File: src/rtl/skip_gen_if.sv
`default_nettype none
// ============================================================================
// Module      : skip_gen_if
// Description : Control/status bundle for the multi-channel clock skipper.
// Revision    : 1.0 - initial release
// ============================================================================
interface skip_gen_if #(
    parameter int LEN  = 16,
    parameter int CH   = 2,
    parameter int DIVW = 24
);
    logic                  E;
    logic                  CLR;
    logic [DIVW-1:0]       DIV;
    logic [CH-1:0]         LD;
    logic [CH*LEN-1:0]     LD_MASK;
    logic [CH*LEN-1:0]     LD_SEL;
    logic [CH-1:0]         LD_BUSY;
    logic [CH-1:0]         LD_ACK;
    logic                  oTICK;
    logic [CH-1:0]         oEN;
    logic [CH-1:0]         oB0;

    modport master (
        output E, CLR, DIV, LD, LD_MASK, LD_SEL,
        input  LD_BUSY, LD_ACK, oTICK, oEN, oB0
    );

    modport slave (
        input  E, CLR, DIV, LD, LD_MASK, LD_SEL,
        output LD_BUSY, LD_ACK, oTICK, oEN, oB0
    );
endinterface
`default_nettype wire

File: src/rtl/skip_gen.sv
`default_nettype none
// ============================================================================
// Module      : skip_gen
// Description : Shared prescaler driving CH one-hot phase rings; each ring
//               emits a clock-enable pulse per tick unless masked.
// Revision    : 1.0 - initial release
// ============================================================================
module skip_gen #(
    parameter int             LEN     = 16,
    parameter int             CH      = 2,
    parameter int             DIVW    = 24,
    parameter logic [LEN-1:0] defSEL  = {{(LEN-1){1'b0}}, 1'b1},
    parameter logic [LEN-1:0] defMASK = '0
) (
    input  wire         iCLK,
    input  wire         nRST,
    skip_gen_if.slave   bus
);

    function automatic logic is_onehot(input logic [LEN-1:0] v);
        return (v != '0) && ((v & (v - LEN'(1))) == '0);
    endfunction

    logic [DIVW-1:0]          cnt_q,    cnt_d;
    logic                     tick_q,   tick_d;
    logic [CH-1:0]            en_q,     en_d;
    logic [CH-1:0]            ack_q,    ack_d;
    logic [CH-1:0]            pend_q,   pend_d;
    logic [CH-1:0][LEN-1:0]   ring_q,   ring_d;
    logic [CH-1:0][LEN-1:0]   mask_q,   mask_d;
    logic [CH-1:0][LEN-1:0]   shmask_q, shmask_d;
    logic [CH-1:0][LEN-1:0]   shsel_q,  shsel_d;
    logic                     w_tick;
    logic [CH-1:0]            w_b0;

    // CLR suppresses the tick so that it wins over wrap-time reloads.
    always_comb begin
        w_tick = bus.E && !bus.CLR && (cnt_q >= bus.DIV);
    end

    always_comb begin
        cnt_d  = cnt_q;
        tick_d = w_tick;
        if (bus.CLR) begin
            cnt_d = '0;
        end else if (w_tick) begin
            cnt_d = '0;
        end else if (bus.E) begin
            cnt_d = cnt_q + DIVW'(1);
        end
    end

    always_comb begin
        ring_d   = ring_q;
        mask_d   = mask_q;
        shmask_d = shmask_q;
        shsel_d  = shsel_q;
        pend_d   = pend_q;
        en_d     = '0;
        ack_d    = '0;
        for (int c = 0; c < CH; c++) begin
            if (bus.CLR) begin
                ring_d[c] = defSEL;
                pend_d[c] = 1'b0;
            end else begin
                if (w_tick) begin
                    en_d[c] = ~|(ring_q[c] & mask_q[c]);
                    if (ring_q[c][LEN-1] && pend_q[c]) begin
                        ring_d[c] = is_onehot(shsel_q[c]) ? shsel_q[c] : defSEL;
                        mask_d[c] = shmask_q[c];
                        pend_d[c] = 1'b0;
                        ack_d[c]  = 1'b1;
                    end else begin
                        ring_d[c] = {ring_q[c][LEN-2:0], ring_q[c][LEN-1]};
                    end
                end
                // A request landing on the applying tick becomes the next pending load.
                if (bus.LD[c]) begin
                    shmask_d[c] = bus.LD_MASK[c*LEN +: LEN];
                    shsel_d[c]  = bus.LD_SEL[c*LEN +: LEN];
                    pend_d[c]   = 1'b1;
                end
            end
        end
    end

    always_ff @(posedge iCLK or negedge nRST) begin
        if (!nRST) begin
            cnt_q    <= '0;
            tick_q   <= 1'b0;
            en_q     <= '0;
            ack_q    <= '0;
            pend_q   <= '0;
            ring_q   <= {CH{defSEL}};
            mask_q   <= {CH{defMASK}};
            shmask_q <= {CH{defMASK}};
            shsel_q  <= {CH{defSEL}};
        end else begin
            cnt_q    <= cnt_d;
            tick_q   <= tick_d;
            en_q     <= en_d;
            ack_q    <= ack_d;
            pend_q   <= pend_d;
            ring_q   <= ring_d;
            mask_q   <= mask_d;
            shmask_q <= shmask_d;
            shsel_q  <= shsel_d;
        end
    end

    always_comb begin
        w_b0 = '0;
        for (int c = 0; c < CH; c++) begin
            w_b0[c] = ring_q[c][0];
        end
    end

    assign bus.oTICK   = tick_q;
    assign bus.oEN     = en_q;
    assign bus.LD_ACK  = ack_q;
    assign bus.LD_BUSY = pend_q;
    assign bus.oB0     = w_b0;

endmodule
`default_nettype wire

File: src/flat_wrapper.sv
// flat-port wrapper written by rule: the top's interface ports become plain ports
module skip_gen_flat 
#(
    parameter int             LEN     = 16,
    parameter int             CH      = 2,
    parameter int             DIVW    = 24,
    parameter logic [LEN-1:0] defSEL  = {{(LEN-1){1'b0}}, 1'b1},
    parameter logic [LEN-1:0] defMASK = '0
)
  (iCLK, nRST, bus_E, bus_CLR, bus_DIV, bus_LD, bus_LD_MASK, bus_LD_SEL, bus_LD_BUSY, bus_LD_ACK, bus_oTICK, bus_oEN, bus_oB0);
  skip_gen_if #(.LEN(LEN), .CH(CH), .DIVW(DIVW)) bus_i ();
  input  wire iCLK;
  input  wire nRST;
  input wire logic [$bits(bus_i.E)-1:0] bus_E;
  input wire logic [$bits(bus_i.CLR)-1:0] bus_CLR;
  input wire logic [$bits(bus_i.DIV)-1:0] bus_DIV;
  input wire logic [$bits(bus_i.LD)-1:0] bus_LD;
  input wire logic [$bits(bus_i.LD_MASK)-1:0] bus_LD_MASK;
  input wire logic [$bits(bus_i.LD_SEL)-1:0] bus_LD_SEL;
  output wire logic [$bits(bus_i.LD_BUSY)-1:0] bus_LD_BUSY;
  output wire logic [$bits(bus_i.LD_ACK)-1:0] bus_LD_ACK;
  output wire logic [$bits(bus_i.oTICK)-1:0] bus_oTICK;
  output wire logic [$bits(bus_i.oEN)-1:0] bus_oEN;
  output wire logic [$bits(bus_i.oB0)-1:0] bus_oB0;
  assign bus_i.E = bus_E;
  assign bus_i.CLR = bus_CLR;
  assign bus_i.DIV = bus_DIV;
  assign bus_i.LD = bus_LD;
  assign bus_i.LD_MASK = bus_LD_MASK;
  assign bus_i.LD_SEL = bus_LD_SEL;
  assign bus_LD_BUSY = bus_i.LD_BUSY;
  assign bus_LD_ACK = bus_i.LD_ACK;
  assign bus_oTICK = bus_i.oTICK;
  assign bus_oEN = bus_i.oEN;
  assign bus_oB0 = bus_i.oB0;
  skip_gen #(.LEN(LEN), .CH(CH), .DIVW(DIVW), .defSEL(defSEL), .defMASK(defMASK)) u_core (.iCLK(iCLK), .nRST(nRST), .bus(bus_i));
endmodule
File: config.mk
export PLATFORM = sky130hd
export DESIGN_NAME = skip_gen_flat
export DESIGN_NICKNAME = d
export VERILOG_FILES = /design/src/rtl/skip_gen_if.sv /design/src/rtl/skip_gen.sv /design/src/flat_wrapper.sv
export SDC_FILE = /design/constraint.sdc
export NUM_CORES = 1
export LEC_CHECK = 0
export ABC_AREA = 1
export CORE_MARGIN = 4
export CORE_UTILIZATION = 49
export CTS_CLUSTER_SIZE = 14
export DETAILED_ROUTE_END_ITERATION = 8
export PLACE_DENSITY = 0.7
export SYNTH_ARGS = -nofsm -noshare
export SYNTH_HDL_FRONTEND = slang
export SYNTH_SLANG_ARGS = --single-unit
File: constraint.sdc
create_clock -name iCLK -period 4.65 [get_ports iCLK]
set_input_delay 0.465 -clock iCLK [delete_from_list [all_inputs] [get_ports iCLK]]
set_output_delay 0.465 -clock iCLK [all_outputs]
set_load 0.01 [all_outputs]
==> metrics.cfg <==
[status]
status = finished clean

[critical_path]
crit_required_ns = 4.97
critPathKind = in -> reg
cp-start-kind = primary input
cp.arrival_ns = 3.32
crit_fanout = 59
end_kind = register

[logic_synthesis]
async_flop_share_pct = 100
synth_area_leaders = dfrtp_1 (46%), nand2_1 (14%), mux2_2 (7.5%), ha_1 (3.7%), nor2_1 (3.7%)
synth_common_cells = nand2_1 (323), dfrtp_1 (155), nor2_1 (83)
netlist_area_sq_um = 8370
synth_xor_area_share_pct = 1.26
yosysWarningCount = 0
yosysTopAreaCell = dfrtp_1
synth_top_area_share_pct = 46.3
post_synth_num_cell_types = 36
synth_edf_count = 0
synth_top_family_by_area = simple AND/OR/NAND/NOR gates
avgSynthCellArea_sq_um = 8.53
synthAdderAreaFrac_pct = 3.74
synth-seq-area-share_pct = 47.6
synth_most_common_cell = nand2_1
synthFlopType = dfrtp_1
synth_compound_area_share_pct = 7.97
synth-seq-cells = 159
netlist_instances = 981
muxShareOfSynthArea_pct = 7.53
yosys.area_share.simple_pct = 26.2
synth_nets = 1100

[global_routing]
overflow = 0
grt_pass1_wl_microns = 32400
antenna_found_initial = 0
grt_use_total_pct = 20.2
grt_max_degree = 101
grt_pass1_vias = 6534

[power_and_ir_drop]
p_per_area_nw_per_um2 = 336
leakage_nw = 4.88
ir_worst_vdd_v = 0.000238

[clock_network]
clk_pin_slew_ns = 0.06
post_cts_resized = 0
cts_num_sinks = 159
cts.htree.levels = 4
cts_buffers = 17
cts-root-buf = clkbuf_16
cts_setup_buffers = 0
cts_buffer_depth = 2
insertion_delay_ns = 0.42
cts_tree = built
cts_hold_buf = 0

[place]
portBuffers = 102
placed_cell_area_sq_um = 9520
hpwl_microns = 13200
dp_slack_ns = 1.19
place.gp.congestion = 0.829

[layout]
fin_area_sq_um = 10100
drive_above_1_share_pct = 14.4
fillCellCount = 1493
fin_nets = 1193
antenna_cells = 0
utilization_pct = 60.9
area_delta_synth_final_pct = 21.1

[drt]
ant_nets = 0
first_pass_iters = 5
drtIter0Drc = 520
routed.top_layer = met4
wl_met1_microns = 8930
wl_per_cell_microns = 14.4
viasPerCell = 5.17
wirelength_microns = 18900
wl_met3_microns = 1020
num_vias = 6752
drc = 0
wl_met2_microns = 8680

[floorplanning]
dieArea_sq_um = 19200
die_w_microns = 139
pin_count = 103
start_util_pct = 50.3
die-height_microns = 139
row_count = 47
core-area_sq_um = 16600

[timing]
rsz0062_at_grt = no
slew_viol_final = 0
fin_skew_ns = 0.00697
fmax_ghz = 0.334
finalHoldViolCount = 0
min_period_over_period_pct = 64.4
worst_pin_slew_ns = 0.913
tns_ns = 0
setup_viol = 0
period_needed_ns = 2.99
whs_ns = 0.135
setup_slack_ns = 1.66
slew_headroom_pct = 39.1

[flow_run]
cap_viol_max_count = 0

[worst_hold_path]
hold_path_class = in -> async

==> cells by family after synthesis <==
logic type / Yosys count
and+or+nand+nor: 512
DFF: 159
AOI/OAI and AO/OA: 109
buffers and inverters: 108
muxes: 56
adders and majority gates: 25
xor gates and xnor gates: 12
==> area by class of cell <==
class / instances / area [sq um] / area share [%]
multi-input combinational: 714 / 3910 / 38.5
clock buffer: 23 / 468 / 4.61
sequential: 159 / 3980 / 39.3
timing repair buffer: 110 / 1080 / 10.7
tap: 220 / 275 / 2.71
clock inverter: 9 / 156 / 1.54
inverter: 72 / 270 / 2.66
==> power by group <==
group          leakage (nW)  internal, mW  switching (mW)
combinational          2.53         0.188           0.164
clock                 0.294         0.929           0.552
sequential             2.06          1.48          0.0963
total                  4.88          2.59           0.813
==> flip-flops by register name, indices dropped and copies added (netlist names) <==
name / cells
u_core.bus.LD_ACK: 2
u_core.bus.LD_BUSY: 2
u_core.bus.oB0: 2
u_core.bus.oEN: 2
u_core.bus.oTICK: 1
u_core.cnt_q: 24
u_core.mask_q: 32
u_core.ring_q: 30
u_core.shmask_q: 32
u_core.shsel_q: 32
==> path summary, 6_finish.rpt <==
path                                                start                              to  slack (ns)  cells past startpoint
setup reg to reg              u_core.cnt_q[7]$_DFFE_PN0P_    u_core.cnt_q[10]$_DFFE_PN0P_        1.77                      9
max in group asynchronous                            nRST   u_core.bus.oB0[1]$_DFFE_PN1P_        3.45                      2
setup / recovery                               bus_DIV[7]    u_core.cnt_q[10]$_DFFE_PN0P_        1.66                     11
min in group iCLK          u_core.shmask_q[7]$_DFFE_PN0P_    u_core.mask_q[7]$_DFFE_PN0P_        0.46                      2
hold reg to reg            u_core.shmask_q[7]$_DFFE_PN0P_    u_core.mask_q[7]$_DFFE_PN0P_        0.46                      2
hold / removal                                       nRST  u_core.shmask_q[9]$_DFFE_PN0P_        0.14                      1
==> routing by layer <==
metal | track usage [%] | vias up
met5 | 0 | -
met4 | 5.30 | 0
met2 | 31.4 | 174
li1 | - | 3373
met3 | 4.66 | 18
met1 | 28.8 | 3187
==> through the flow <==
stage	power (mW)	cells
6_report	3.41	1307
3_5_place_dp	1.95	1275
5_1_grt	3.55	1307
3_3_place_gp	1.94	1275
4_1_cts	3.43	1307
2_1_floorplan	1.77	981
==> worst max-delay path, cell delays in order <==
cell             delay, ns
clkdlybuf4s50_1       0.45
inv_1                 0.04
ha_1                  0.30
a21o_1                0.18
nor2_1                0.11
nand2_1               0.10
nand2_1               0.07
nand4_1               0.16
nand2_4               0.51
nand2_1               0.62
nor3_1                0.31
==> cells in the final DEF, fill, tap and decap left out, types with 2 or more instances in the layout <==
| master | count |
|---|---|
| nand3_1 | 44 |
| nor2_1 | 83 |
| a21o_1 | 2 |
| inv_1 | 69 |
| o21ai_2 | 21 |
| bufinv_16 | 4 |
| nor2_4 | 6 |
| clkbuf_16 | 17 |
| or2_2 | 2 |
| a221oi_1 | 6 |
| o21ai_1 | 6 |
| clkbuf_8 | 2 |
| o21ai_0 | 46 |
| xnor2_1 | 5 |
| nand3_2 | 4 |
| clkbuf_1 | 4 |
| dfrtp_1 | 155 |
| inv_2 | 3 |
| nor2_2 | 14 |
| nand4_1 | 15 |
| nand2_1 | 323 |
| a22o_1 | 3 |
| buf_4 | 8 |
| clkinvlp_4 | 3 |
| ha_1 | 25 |
| clkdlybuf4s50_1 | 101 |
| dfstp_2 | 4 |
| mux2_2 | 56 |
| a21oi_1 | 23 |
| nor3_1 | 11 |
| nor3_2 | 3 |
| xor2_1 | 7 |
| nand2_2 | 4 |
(Power assumes the default switching activity.)
